$ cat src/rtl/ctrlpim_pkg.sv
// Shared types for the CtrlPIM control unit: sequencer op codes and state encoding.
// No logic; imported by the micro-program sequencer and its return-address stack.
// UPC_AW is the default control-store address width.
package ctrlpim_pkg;

  localparam int unsigned UPC_AW = 8;

  // Next-address op carried in every micro-word.
  typedef enum logic [2:0] {
    OP_NEXT = 3'd0,
    OP_JMP  = 3'd1,
    OP_BRZ  = 3'd2,
    OP_BRNZ = 3'd3,
    OP_CALL = 3'd4,
    OP_RET  = 3'd5,
    OP_WAIT = 3'd6,
    OP_END  = 3'd7
  } seq_op_t;

  typedef enum logic [1:0] {
    ST_IDLE  = 2'd0,
    ST_FETCH = 2'd1,
    ST_EXEC  = 2'd2,
    ST_ERR   = 2'd3
  } seq_state_t;

endpackage

$ cat src/rtl/upc_ras.sv
// Return-address LIFO: push/pop/clear, top-of-stack and occupancy outputs.
// Latency: push/pop take effect on the next edge; top is combinational from storage.
// Backpressure: none; the caller must not push when full or pop when empty (ignored).
module upc_ras #(
  parameter  int unsigned AW    = 8,
  parameter  int unsigned DEPTH = 4,
  localparam int unsigned SPW   = $clog2(DEPTH) + 1
) (
  input  logic           clk,
  input  logic           rst_n,
  input  logic           clear,
  input  logic           push,
  input  logic           pop,
  input  logic [AW-1:0]  push_dat,
  output logic [AW-1:0]  top,
  output logic           full,
  output logic           empty,
  output logic [SPW-1:0] count
);

  logic [AW-1:0]  mem_q [DEPTH];
  logic [SPW-1:0] cnt_q;
  logic [SPW-2:0] wr_idx;
  logic [SPW-2:0] rd_idx;

  // Write slot is the current occupancy; top of stack sits one below it.
  assign wr_idx = cnt_q[SPW-2:0];
  assign rd_idx = wr_idx - (SPW-1)'(1);
  assign top    = mem_q[rd_idx];
  assign full   = (cnt_q == SPW'(DEPTH));
  assign empty  = (cnt_q == '0);
  assign count  = cnt_q;

  // Stack storage and occupancy; clear wins over push/pop.
  always_ff @(posedge clk or negedge rst_n) begin
    if (!rst_n) begin
      cnt_q <= '0;
      for (int i = 0; i < DEPTH; i++) begin
        mem_q[i] <= '0;
      end
    end else if (clear) begin
      cnt_q <= '0;
    end else if (push && !full) begin
      mem_q[wr_idx] <= push_dat;
      cnt_q         <= cnt_q + SPW'(1);
    end else if (pop && !empty) begin
      cnt_q <= cnt_q - SPW'(1);
    end
  end

endmodule

$ cat src/rtl/upc_sequencer.sv
// Micro-program sequencer: accepts macro-instructions and walks their micro-routines (uPC + next-address eval).
// Latency: 2 cycles per micro-word (FETCH, EXEC), +1 per busy cycle on WAIT; first cs_rd one cycle after accept.
// Backpressure: instr_ready only in IDLE; stalls in EXEC on WAIT while pim_busy. UPC_RAS_EN selects full stack vs link register.
module upc_sequencer
  import ctrlpim_pkg::*;
#(
  parameter  int unsigned AW        = UPC_AW,
  parameter  int unsigned RAS_DEPTH = 4,
  localparam int unsigned SPW       = $clog2(RAS_DEPTH) + 1
) (
  input  logic           clk,
  input  logic           rst_n,
  input  logic           instr_valid,
  input  logic [AW-1:0]  instr_entry,
  output logic           instr_ready,
  output logic [AW-1:0]  upc,
  output logic           cs_rd,
  input  logic [2:0]     seq_op,
  input  logic [AW-1:0]  br_target,
  input  logic           eqz,
  input  logic           pim_busy,
  input  logic           err_clr,
  output logic           done,
  output logic           err,
  output logic [SPW-1:0] sp
);

  seq_state_t    state_q, state_d;
  logic [AW-1:0] upc_q, upc_d;
  logic [AW-1:0] upc_inc;
  logic          cs_rd_q, done_q, done_d, err_q;
  seq_op_t       op;

  logic          st_push, st_pop, st_clear;
  logic          st_full, st_empty;
  logic [AW-1:0] st_top;

  assign op      = seq_op_t'(seq_op);
  assign upc_inc = upc_q + AW'(1);

  // Next-state and next-uPC selection; stack strobes are decoded here too.
  always_comb begin
    state_d  = state_q;
    upc_d    = upc_q;
    done_d   = 1'b0;
    st_push  = 1'b0;
    st_pop   = 1'b0;
    st_clear = 1'b0;
    case (state_q)
      ST_IDLE: begin
        if (instr_valid) begin
          upc_d    = instr_entry;
          st_clear = 1'b1;
          state_d  = ST_FETCH;
        end
      end
      ST_FETCH: state_d = ST_EXEC;
      ST_EXEC: begin
        state_d = ST_FETCH;
        case (op)
          OP_NEXT: upc_d = upc_inc;
          OP_JMP:  upc_d = br_target;
          OP_BRZ:  upc_d = eqz ? br_target : upc_inc;
          OP_BRNZ: upc_d = eqz ? upc_inc : br_target;
          OP_CALL: begin
            if (st_full) begin
              state_d = ST_ERR;
            end else begin
              st_push = 1'b1;
              upc_d   = br_target;
            end
          end
          OP_RET: begin
            if (st_empty) begin
              state_d = ST_ERR;
            end else begin
              st_pop = 1'b1;
              upc_d  = st_top;
            end
          end
          OP_WAIT: begin
            if (pim_busy) begin
              state_d = ST_EXEC;
            end else begin
              upc_d = upc_inc;
            end
          end
          OP_END: begin
            done_d  = 1'b1;
            state_d = ST_IDLE;
          end
          default: state_d = ST_FETCH;
        endcase
      end
      ST_ERR: begin
        if (err_clr) begin
          st_clear = 1'b1;
          state_d  = ST_IDLE;
        end
      end
      default: state_d = ST_IDLE;
    endcase
  end

  // State, uPC and registered strobes; cs_rd/err mirror the state being entered.
  always_ff @(posedge clk or negedge rst_n) begin
    if (!rst_n) begin
      state_q <= ST_IDLE;
      upc_q   <= '0;
      cs_rd_q <= 1'b0;
      done_q  <= 1'b0;
      err_q   <= 1'b0;
    end else begin
      state_q <= state_d;
      upc_q   <= upc_d;
      cs_rd_q <= (state_d == ST_FETCH);
      done_q  <= done_d;
      err_q   <= (state_d == ST_ERR);
    end
  end

`ifdef UPC_RAS_EN
  upc_ras #(
    .AW    (AW),
    .DEPTH (RAS_DEPTH)
  ) u_ras (
    .clk      (clk),
    .rst_n    (rst_n),
    .clear    (st_clear),
    .push     (st_push),
    .pop      (st_pop),
    .push_dat (upc_inc),
    .top      (st_top),
    .full     (st_full),
    .empty    (st_empty),
    .count    (sp)
  );
`else
  logic [AW-1:0] link_q;
  logic          link_vld_q;

  // Single link register: one level of call, valid flag doubles as occupancy.
  always_ff @(posedge clk or negedge rst_n) begin
    if (!rst_n) begin
      link_q     <= '0;
      link_vld_q <= 1'b0;
    end else if (st_clear) begin
      link_vld_q <= 1'b0;
    end else if (st_push) begin
      link_q     <= upc_inc;
      link_vld_q <= 1'b1;
    end else if (st_pop) begin
      link_vld_q <= 1'b0;
    end
  end

  assign st_top   = link_q;
  assign st_full  = link_vld_q;
  assign st_empty = !link_vld_q;
  assign sp       = SPW'(link_vld_q);
`endif

  assign instr_ready = (state_q == ST_IDLE);
  assign upc         = upc_q;
  assign cs_rd       = cs_rd_q;
  assign done        = done_q;
  assign err         = err_q;

endmodule

$ cat config.mk
export PLATFORM = sky130hd
export DESIGN_NAME = upc_sequencer
export DESIGN_NICKNAME = d
export VERILOG_FILES = /design/src/rtl/ctrlpim_pkg.sv /design/src/rtl/upc_ras.sv /design/src/rtl/upc_sequencer.sv
export SDC_FILE = /design/constraint.sdc
export NUM_CORES = 1
export LEC_CHECK = 0
export BUFFER_PORTS_ARGS = -buffer_cell sky130_fd_sc_hd__buf_2
export CAP_MARGIN = 15
export CORE_ASPECT_RATIO = 1.1
export CORE_MARGIN = 5
export CORE_UTILIZATION = 39
export DETAILED_ROUTE_END_ITERATION = 10
export GPL_ROUTABILITY_DRIVEN = 0
export PLACE_DENSITY_LB_ADDON = 0.05
export SYNTH_ARGS = -nofsm -noshare
export SYNTH_HDL_FRONTEND = slang
export SYNTH_SLANG_ARGS = --single-unit
$ cat constraint.sdc
create_clock -name clk -period 2.79 [get_ports clk]
set_input_delay 0.558 -clock clk [delete_from_list [all_inputs] [get_ports clk]]
set_output_delay 0.558 -clock clk [all_outputs]
set_load 0.03 [all_outputs]
Word level (Yosys, flattened, before mapping)
Index checks and enable logic that the tools add are counted.
- register bits after elaboration: 22
- logic and storage cells: 61
- output and inout bits: 15
- equal/unequal tests: 17
- multiplexer cells: 29
- add/subtract/negate cells: 1
- reduce and logical (&&, ||, !) cells: 6
- bitwise logic cells: 1
- operators by type and width (cell ; count):
    $pmux W8 S7 ; 1
    $mux W8 ; 6
    $pmux W2 S4 ; 2
    $pmux W8 S2 ; 1
    $mux W1 ; 13
    $eq A3 B3 Y1 const B ; 4
    $mux W2 ; 5
    $ne A3 B3 Y1 const B ; 3
    $add A8 B1 Y8 const B ; 1
    $ne A8 B2 Y1 const B ; 1
    $eq A2 B2 Y1 const B ; 3
    $eq A3 B2 Y1 const B ; 2
    $reduce_and A6 Y1 ; 1
    $eq A2 B1 Y1 const B ; 2
    $eq A3 B1 Y1 const B ; 1
    $logic_not A3 Y1 ; 1
    $reduce_bool A3 Y1 ; 1
    $logic_not A2 Y1 ; 1
    $ne A2 B2 Y1 const B ; 1
    $pmux W1 S2 ; 1
    $reduce_and A2 Y1 ; 1
    $reduce_bool A2 Y1 ; 1
    $not A1 Y1 ; 1

Longest topological paths before layout
Gate-level depths: netlist of the first run.
- depth after elaboration: 6
- gate-level depth with buffers: 9

Worst setup path after synthesis of the first run
No wires, ideal clock.
- path kind: register to register
- start point: register state_q[0]
- end point: register link_q[1]
- slack: 756 ps
- clock period less this slack: 2034 ps
- data arrival time: 1909 ps
- path buffers: 1
- data required time: 2665 ps
- cell stages (with the launch flop): 8
- cells stage by stage: dfrtp_1 -> inv_1 -> ha_1 -> a22oi_1 -> nor2_1 -> or4_1 -> buf_2 -> mux2_2
- cells in the longest elaborated chain, start to end: 4
- elaborated cells between the ends (all ways): 7
- those cells by class: eq/ne (2); mux (2); bitwise (1); reduce/logical (2)
- ends and longest elaborated chain (what ; RTL line ; RTL):
    from (decl) ; upc_sequencer.sv:28 ; seq_state_t state_q, state_d;
    from (signal assigned) ; upc_sequencer.sv:114 ; state_q <= state_d;
    $logic_not A2 Y1 ; n/a ;
    named net instr_ready ; upc_sequencer.sv:15 ; output logic instr_ready,
    $pmux W1 S2 ; upc_sequencer.sv:49 ; case (state_q)
    $not A1 Y1 (no source line) ; n/a ;
    $reduce_and A2 Y1 (no source line) ; n/a ;
    to (signal assigned) ; upc_sequencer.sv:150 ; link_q <= upc_inc;
    to (decl) ; upc_sequencer.sv:139 ; logic [AW-1:0] link_q;
The timed path passes the listed nets, and every way through them passes these cells.
A chain may end at the register's enable or synchronous reset.

Worst setup path after layout of the first run
- start point: register state_q[0]
- end point: register upc_q[2], in the netlist upc[2]
- cells in the longest elaborated chain, start to end: 3
- elaborated cells between the ends (all ways): 10
- those cells by class: eq/ne (6); mux (1); reduce/logical (3)
- ends and longest elaborated chain (what ; RTL line ; RTL):
    $eq A2 B2 Y1 or $logic_not A2 Y1 (tied branches) ; upc_sequencer.sv:49 ;
    $ne A8 B2 Y1 (no source line) (tied with other cells) ; n/a ;
    $reduce_and A6 Y1 (no source line) ; n/a ;
    to (signal assigned) ; upc_sequencer.sv:115 ; upc_q <= upc_d;
    to (decl) ; upc_sequencer.sv:29 ; logic [AW-1:0] upc_q, upc_d;
Several ways; a longest one is shown, not always the timed one.

==> flow_metrics.tcl, run 1 <==
set metrics [dict create \
    result_of_the_run "finished, final reports clean" \
    report.final.setup_viol 0 \
    simple_gate_portion_of_the_synthesized_area 0.149 \
    synthTopCellsByCount "22 x sky130_fd_sc_hd__dfrtp_1, 19 x sky130_fd_sc_hd__o21ai_0, 16 x sky130_fd_sc_hd__nor2_1" \
    route.detailed.wl_per_inst_um 16.4 \
    timing.slew.headroom 0.654 \
    timing.final.crit_period_ps 2240 \
    port-buffer-count 37 \
    max-cap-violations 0 \
    io_pins 40 \
    crit_type "flip-flop to flip-flop" \
    power_switching_uw 906 \
    worst_hold_path_type "primary input to asynchronous set/reset pin" \
    fin_crit_sh 0.805 \
    fp-row-count 24 \
    peakVddDrop_v 0.000440 \
    cts.path.max_buffers 2 \
    drtPass1Iterations 4 \
    power.share.combinational 0.569 \
    area_occupied_by_multi_input_gates_um2 946 \
    fmax_ghz 0.445 \
    vias 1528 \
    antenna-diode-count 0 \
    p_sw_frac 0.469 \
    wirelength_um 4410 \
    cts-buffers-inserted 3 \
    synth_compound_gate_area_share 0.272 \
    yosys.area.top_type "sky130_fd_sc_hd__dfrtp_1" \
    dominant_combinational_cell_family_by_area_after_synthesis "compound AO/OA/AOI/OAI gates" \
    nFillCells 412 \
    met3RoutedLength_um 244 \
    post_synth.cell_area_avg_um2 8.70 \
    met2RoutedLength_um 2140 \
    timing.final.max_slew_violations 0 \
    syn-cell-area_um2 1630 \
    top_signal_layer_used "met4" \
    final_layout_size_suffix_gt1_frac 0.267 \
    register_area_um2 551 \
    ctsResizeCount 0 \
    synth_adder_area_share 0.0308 \
    cp_data_required_time_ps 2940 \
    synth.top_cells.by_area "sky130_fd_sc_hd__dfrtp_1 34%, sky130_fd_sc_hd__mux2_2 6.2%, sky130_fd_sc_hd__o21ai_0 5.8%" \
    unrepaired_setup_endpoints_after_global_routing "false" \
    floorplan.initialDensity 0.407 \
    grt_pass1_vias 1498 \
    drt_drc_violations_left 0 \
    internal-power_mw 1.03 \
    crit_start "state_q[0]" \
    synth_ff_type "sky130_fd_sc_hd__dfrtp_1" \
    viasPerCell 5.68 \
    fraction_of_post_synthesis_cell_area_in_the_top_cell_type_by_area 0.338 \
    clk_root_buffer_cell "sky130_fd_sc_hd__clkbuf_8" \
    antenna_found_initial 0 \
    timing.critical_path.arrival_ps 2400 \
    post_synth_num_cell_types 49 \
    grt_pass1_wl_um 7380 \
    finalHoldViolCount 0 \
    synth.most_common_cell "sky130_fd_sc_hd__dfrtp_1" \
    power-per-cell-area_nw_per_um2 1040 \
    cts_hold_buffers 0 \
    layout.nets 247 \
    register_share_of_total_power 0.311 \
    grt_remaining_overflow 0 \
    place_ws_ps 388 \
    cts_num_sinks 22 \
    post-dp-hpwl_um 3340 \
    floorplan.die_area_um2 5560 \
    endpoint_kind "flip-flop" \
    die_width_um 71.6 \
    first_iter_violations 145 \
    max_slew.worst_pin.slew_ps 520 \
    pwr-share-clk 0.120 \
    rrSetupSlack_ps 550 \
    detail_route.wirelength.met1_um 2000 \
    synth_xor_xnor_area_share 0.0323 \
    tritoncts "built" \
    count_of_h_tree_levels_built_during_cts 1 \
    post-cts-setup-buffer-count 0 \
    yosys_warnings 0 \
    yosysSeqAreaShare 0.338 \
    final.setup.worst_slack_ps 545 \
    fin_skew_ps 3.82 \
    count_of_flip_flops_with_a_built_in_enable_after_synthesis 0 \
    cts.reportedPaths.clkPinSlew_ps 80 \
    grt_usage 0.163 \
    clk-insertion-delay-late_ps 260 \
    ys_ff_latch 22 \
    core_area_um2 3990 \
    syn-instance-count 187 \
    crit_fanout 11 \
    postSynth.asyncResetShare 1.00 \
    ant_nets 0 \
    power.static_leakage_nw 0.874 \
    grt_start_max_net_pins 27 \
    area_growth_pct 14.7 \
    crit_path_start_kind "flip-flop" \
    synth_mux_area_frac 0.0931 \
    chipHeight_um 77.7 \
    timing.setup.tns_ps 0 \
    r2r_start "state_q[0]" \
]
-- per-layer routing --
layer | up-vias | track usage
met1 | 745 | 0.221
li1 | 742 | -
met5 | - | 0
met4 | 0 | 0.0414
met3 | 2 | 0.0284
met2 | 39 | 0.267
-- layout by cell type, fill, tap and decap left out, types with 5 or more instances in the layout --
cell type,count
sky130_fd_sc_hd__buf_2,37
sky130_fd_sc_hd__inv_1,11
sky130_fd_sc_hd__a22oi_1,8
sky130_fd_sc_hd__mux2_2,9
sky130_fd_sc_hd__nand2_1,12
sky130_fd_sc_hd__a21oi_1,7
sky130_fd_sc_hd__nor2_1,16
sky130_fd_sc_hd__o21ai_0,19
sky130_fd_sc_hd__dfrtp_1,22
sky130_fd_sc_hd__nand3_1,5
sky130_fd_sc_hd__o22ai_1,5
-- state kept, by name, indices dropped and copies added, names as in the netlist --
| signal | flops |
|---|---|
| upc | 8 |
| done | 1 |
| link_q | 8 |
| err | 1 |
| link_vld_q | 1 |
| state_q | 2 |
| cs_rd | 1 |
-- cell families (layout without fill, tap and decap cells) --
family | after synthesis | in the layout
compound gates | 65 | 65
xor+xnor | 6 | 6
simple gates | 50 | 50
buf+inv | 26 | 55
other cells | 1 | 2
mux | 13 | 13
flops | 22 | 22
fa+ha+maj | 4 | 4
-- worst paths after layout --
check                           cells past startpoint    endpoint
worst min register to register                      2   link_q[3]
max in group asynchronous                           1  state_q[0]
min in group clk                                    2   link_q[3]
worst max-delay path                                6      upc[2]
worst min-delay path                                1      upc[1]
worst max register to register                      6      upc[2]
-- through the flow --
stage	total power [mW]	std cells	util	instance area, um^2	hold WS (ps)
6_report	1.93	269	0.467	1870	257
5_1_grt	2.10	269	0.467	1870	303
4_1_cts	1.95	269	0.467	1870	274
3_5_place_dp	1.71	265	0.453	1810	472
3_3_place_gp	1.70	265	0.453	1810	467
2_1_floorplan	1.43	188	-	1630	262
-- power groups by stage --
stage	registers (mW)	logic, mW	clock network [mW]
6_report	0.602	1.10	0.232
3_5_place_dp	0.607	1.11	0
2_1_floorplan	0.712	0.716	0
3_3_place_gp	0.605	1.09	0
5_1_grt	0.627	1.22	0.251
4_1_cts	0.602	1.11	0.238
-- critical path, stage by stage, from the launching register on --
cell	delay, ps
sky130_fd_sc_hd__dfrtp_1	400
sky130_fd_sc_hd__inv_1	120
sky130_fd_sc_hd__ha_1	410
sky130_fd_sc_hd__and4_1	260
sky130_fd_sc_hd__o21bai_1	250
sky130_fd_sc_hd__or2_1	360
sky130_fd_sc_hd__mux2_4	330
-- cell type report --
cell class,count,share of cell area
clock buffer,4,0.0295
inverter,11,0.0221
multi-input combinational,140,0.507
sequential,22,0.295
tap,52,0.0349
timing repair buffer,40,0.111
No activity file was read; power rests on OpenSTA's default activity.
==> run 2: changes to the inputs <==
==> constraint.sdc (replaced) <==
create_clock -name clk -period 2 [get_ports clk]
set_input_delay 0.4 -clock clk [delete_from_list [all_inputs] [get_ports clk]]
set_output_delay 0.4 -clock clk [all_outputs]
set_load 0.03 [all_outputs]
==> run 2 against run 1 <==
Combinational power is 58% higher. Die area unchanged. Sequential power grew 35%. Total power rose by 54%. Sequential share of layout area decreased by 2.0 points. Critical path depth up 1. Largest cell class unchanged. Clock power is 85% higher. Cell area rose by 7.4%.
==> flow_metrics.tcl, run 2 (synthesized netlist as in run 1, its figures left out) <==
set metrics [dict create \
    result_of_the_run "finished, final reports clean" \
    cts_hold_buffers 0 \
    vias 1558 \
    unrepaired_setup_endpoints_after_global_routing "false" \
    layout.nets 262 \
    grt_pass1_wl_um 7270 \
    fin_crit_sh 0.961 \
    wirelength_um 4530 \
    place_area_um2 1910 \
    grt_remaining_overflow 0 \
    layout_commonest_cell "sky130_fd_sc_hd__buf_2" \
    io_pins 40 \
    worst_hold_path_type "primary input to asynchronous set/reset pin" \
    crit_type "flip-flop to flip-flop" \
    viasPerCell 5.49 \
    rrSetupSlack_ps 80 \
    report.final.setup_viol 0 \
    port-buffer-count 37 \
    placed_cells 278 \
    fp-row-count 24 \
    timing.setup.tns_ps 0 \
    fmax_ghz 0.520 \
    final_core_density 0.502 \
    area_growth_pct 23.2 \
    max_slew.worst_pin.slew_ps 518 \
    tritoncts "built" \
    p_total_mw 2.98 \
    timing.hold.ws_ps 93.4 \
    final_cell_area_um2 2000 \
    count_of_h_tree_levels_built_during_cts 1 \
    p_sw_frac 0.447 \
    critPathMaxStageDelay_ps 490 \
    power.share.combinational 0.585 \
    path_delay_family "simple AND/OR/NAND/NOR gates" \
    ant_nets 0 \
    r2r.worst_path.cells 7 \
    endpoint_kind "flip-flop" \
    power_switching_mw 1.33 \
    crit_path_start_kind "flip-flop" \
    instances_no_fill 284 \
    timing.final.max_slew_violations 0 \
    fin_skew_ps 1.09 \
    final.setup.worst_slack_ps 78.6 \
    finalHoldViolCount 0 \
    drt_drc_violations_left 0 \
    clk-insertion-delay-late_ps 270 \
    cp_data_required_time_ps 2160 \
    place_ws_ps 52.9 \
    timing.final.crit_period_ps 1920 \
    first_iter_violations 54 \
    drtPass1Iterations 4 \
    clk_root_buffer_cell "sky130_fd_sc_hd__clkbuf_8" \
    route.detailed.wl_per_inst_um 15.9 \
    grt_usage 0.162 \
    worst_r2r_end "link_q[1]" \
    timing.critical_path.arrival_ps 2080 \
    core_area_um2 3990 \
    floorplan.die_area_um2 5560 \
    pwr-share-clk 0.144 \
    r2r_start "state_q[0]" \
    cts.path.max_buffers 2 \
    power.static_leakage_nw 0.954 \
    grt_pass1_vias 1526 \
    timing.slew.headroom 0.654 \
    peakVddDrop_v 0.000616 \
    register_share_of_total_power 0.272 \
    max-cap-violations 0 \
    power-per-cell-area_nw_per_um2 1490 \
    mostFrequentLayoutCells "38 x sky130_fd_sc_hd__buf_2, 22 x sky130_fd_sc_hd__dfrtp_1, 19 x sky130_fd_sc_hd__o21ai_0" \
    cts_num_sinks 22 \
    internal-power_mw 1.65 \
    grt_start_max_net_pins 23 \
    post-dp-hpwl_um 3420 \
    cts-buffers-inserted 3 \
    antenna-diode-count 0 \
    critical_path.n_buffers_inverters 2 \
    timing.critical_path.slowest_stage_cell "sky130_fd_sc_hd__or4_4" \
    chipHeight_um 77.7 \
    cells_along_the_critical_path "inv_2 -> ha_2 -> a22oi_1 -> nor2_1 -> or4_4 -> buf_6 -> mux2_2" \
    antenna_found_initial 0 \
    die_width_um 71.6 \
    cts.reportedPaths.clkPinSlew_ps 90 \
    floorplan.initialDensity 0.407 \
    crit_fanout 7 \
    final_layout_size_suffix_gt1_frac 0.332 \
]
## run 2: timing repair
action                                  CTS  global route
setup buffers                             0             1
endpoints found under the setup margin    0             6
resized for setup                         0             4
hold endpoints to repair                  0             0
## run 2: power by group through the flow
stage	sequential (mW)	clock, mW	combinational, mW
after CTS	0.808	0.432	1.71
final	0.810	0.429	1.74
after global placement	0.806	0	1.67
after floorplan	0.993	0	1.00
after global routing	0.833	0.453	1.90
after detailed placement	0.815	0	1.70
## run 2: routing by layer
layer / track usage / vias to the layer above / wire, um
met4: 0.0564 / 0 / 78
met5: 0 / - / 0
met3: 0.0271 / 9 / 224
li1: - / 770 / -
met1: 0.222 / 730 / 2090
met2: 0.258 / 49 / 2130
## run 2: worst max-delay path by stage
| stage | cells after the start | startpoint | end | slack [ps] |
|---|---|---|---|---|
| floorplan | 7 | state_q[0] | link_q[1] | 80 |
| global placement | 7 | state_q[0] | link_q[1] | 100 |
| detailed placement | 7 | state_q[0] | link_q[1] | 50 |
| CTS | 7 | state_q[0] | link_q[1] | 30 |
| global route | 7 | state_q[0] | link_q[1] | 7 |
| finish | 7 | state_q[0] | link_q[1] | 80 |
## run 2: area by class of cell
| class | instances | area [um^2] |
|---|---|---|
| Clock inverter | 1 | 30.0 |
| Sequential cell | 22 | 551 |
| Tap cell | 52 | 65.1 |
| Inverter | 11 | 41.3 |
| Clock buffer | 3 | 41.3 |
| Timing Repair Buffer | 55 | 322 |
| Multi-Input combinational cell | 140 | 955 |
| Fill cell | 399 | 1990 |
==> run 3: changes to the inputs <==
--- a/config.mk
+++ b/config.mk
@@ -12,7 +12,7 @@
 export CORE_UTILIZATION = 39
 export DETAILED_ROUTE_END_ITERATION = 10
 export GPL_ROUTABILITY_DRIVEN = 0
-export PLACE_DENSITY_LB_ADDON = 0.05
+export PLACE_DENSITY = 0.72
 export SYNTH_ARGS = -nofsm -noshare
 export SYNTH_HDL_FRONTEND = slang
 export SYNTH_SLANG_ARGS = --single-unit
==> run 3 against run 2 <==
Worst setup slack improved by 2.9 ps. Cell area fell by 2.0%. Register-to-register slack barely moved. Die area did not move. Critical path type unchanged.
==> flow_metrics.tcl, run 3 (synthesized netlist as in run 1, its figures left out) <==
set metrics [dict create \
    mostFrequentLayoutCells "38 x sky130_fd_sc_hd__buf_2, 22 x sky130_fd_sc_hd__dfrtp_1, 19 x sky130_fd_sc_hd__o21ai_0" \
    report.final.setup_viol 0 \
    timing.critical_path.arrival_ps 2070 \
    layout_commonest_cell "sky130_fd_sc_hd__buf_2" \
    fin_crit_sh 0.959 \
    power.static_leakage_nw 0.930 \
    die_width_um 71.6 \
    fin_skew_ps 2.20 \
    grt_pass1_wl_um 7020 \
    result_of_the_run "finished, final reports clean" \
    worst_hold_path_type "primary input to asynchronous set/reset pin" \
    power_switching_mw 1.26 \
    layout.nets 260 \
    grt_start_max_net_pins 23 \
    chipHeight_um 77.7 \
    p_sw_frac 0.456 \
    count_of_h_tree_levels_built_during_cts 1 \
    endpoint_kind "flip-flop" \
    place_ws_ps 67.9 \
    cts_hold_buffers 0 \
    cts-buffers-inserted 3 \
    wirelength_um 4070 \
    cp_data_required_time_ps 2150 \
    cts.reportedPaths.clkPinSlew_ps 80 \
    floorplan.initialDensity 0.407 \
    clk_root_buffer_cell "sky130_fd_sc_hd__clkbuf_8" \
    drtPass1Iterations 4 \
    peakVddDrop_v 0.000700 \
    pwr-share-clk 0.100 \
    timing.hold.ws_ps 91.8 \
    timing.final.max_slew_violations 0 \
    vias 1535 \
    fmax_ghz 0.521 \
    grt_usage 0.156 \
    core_area_um2 3990 \
    timing.setup.tns_ps 0 \
    floorplan.die_area_um2 5560 \
    crit_path_start_kind "flip-flop" \
    ant_nets 0 \
    cts.path.max_buffers 2 \
    tritoncts "built" \
    timing.final.crit_period_ps 1920 \
    grt_pass1_vias 1531 \
    rrSetupSlack_ps 80 \
    fp-row-count 24 \
    final_layout_size_suffix_gt1_frac 0.328 \
    power.share.combinational 0.608 \
    viasPerCell 5.46 \
    crit_type "flip-flop to flip-flop" \
    first_iter_violations 122 \
    antenna_found_initial 0 \
    max-cap-violations 0 \
    r2r.worst_path.cells 7 \
    final_core_density 0.492 \
    clk-insertion-delay-late_ps 260 \
    post-dp-hpwl_um 3110 \
    area_growth_pct 20.8 \
    finalHoldViolCount 0 \
    crit_fanout 7 \
    antenna-diode-count 0 \
    port-buffer-count 37 \
    route.detailed.wl_per_inst_um 14.5 \
    power-per-cell-area_nw_per_um2 1410 \
    io_pins 40 \
    drt_drc_violations_left 0 \
    register_share_of_total_power 0.292 \
    cts_num_sinks 22 \
    grt_remaining_overflow 0 \
    final.setup.worst_slack_ps 81.4 \
    internal-power_mw 1.50 \
]
[run 3: through the flow]
step           instance area [um^2]  power (mW)  cells
2_1_floorplan                  1630        2.00    188
3_3_place_gp                   1900        2.45    277
3_5_place_dp                   1900        2.46    277
4_1_cts                        1940        2.74    280
5_1_grt                        1960        3.01    281
6_report                       1960        2.76    281
[run 3: layout make-up]
type                    count  area (um^2)
clock buffers               3         41.3
fillers                   389         2030
inverters                  11         41.3
multi-input cells         140          960
flip-flops and latches     22          551
well taps                  52         65.1
repair buffers             53          307
[run 3: worst paths after layout]
kind	start	to
max	state_q[0]	link_q[7]
min	rst_n	state_q[1]
max reg2reg	state_q[0]	link_q[7]
min reg2reg	link_q[3]	link_q[3]
max in group asynchronous	rst_n	upc[4]
min in group clk	instr_entry[6]	upc[6]
[run 3: what timing repair did]
item,4_1_cts,5_1_grt
resized for setup,0,5
buffers inserted,0,0
setup endpoints to repair,0,6
[run 3: metal layers]
layer  wire, um  share of wire  global-route usage  up-vias
li1           -              -                   -      764
met2       1940           0.48               0.254       53
met1       1810           0.44               0.207      716
met4         29         0.0071              0.0489        0
met3        287          0.070              0.0297        2
met5          0              0                   0        -
[run 3: power by group through the flow]
stage	registers, mW	clock network, mW	logic (mW)
CTS	0.806	0.281	1.65
finish	0.807	0.275	1.68
detailed placement	0.812	0	1.65
global placement	0.807	0	1.64
global route	0.844	0.306	1.86
floorplan	0.993	0	1.00
[run 3: critical path: stages, from the launching register on]
cell                      delay, ps
sky130_fd_sc_hd__dfrtp_1        400
sky130_fd_sc_hd__inv_2           70
sky130_fd_sc_hd__ha_2           190
sky130_fd_sc_hd__a22oi_2        160
sky130_fd_sc_hd__nor2_1          70
sky130_fd_sc_hd__or4_4          500
sky130_fd_sc_hd__buf_6          160
sky130_fd_sc_hd__mux2_2         260
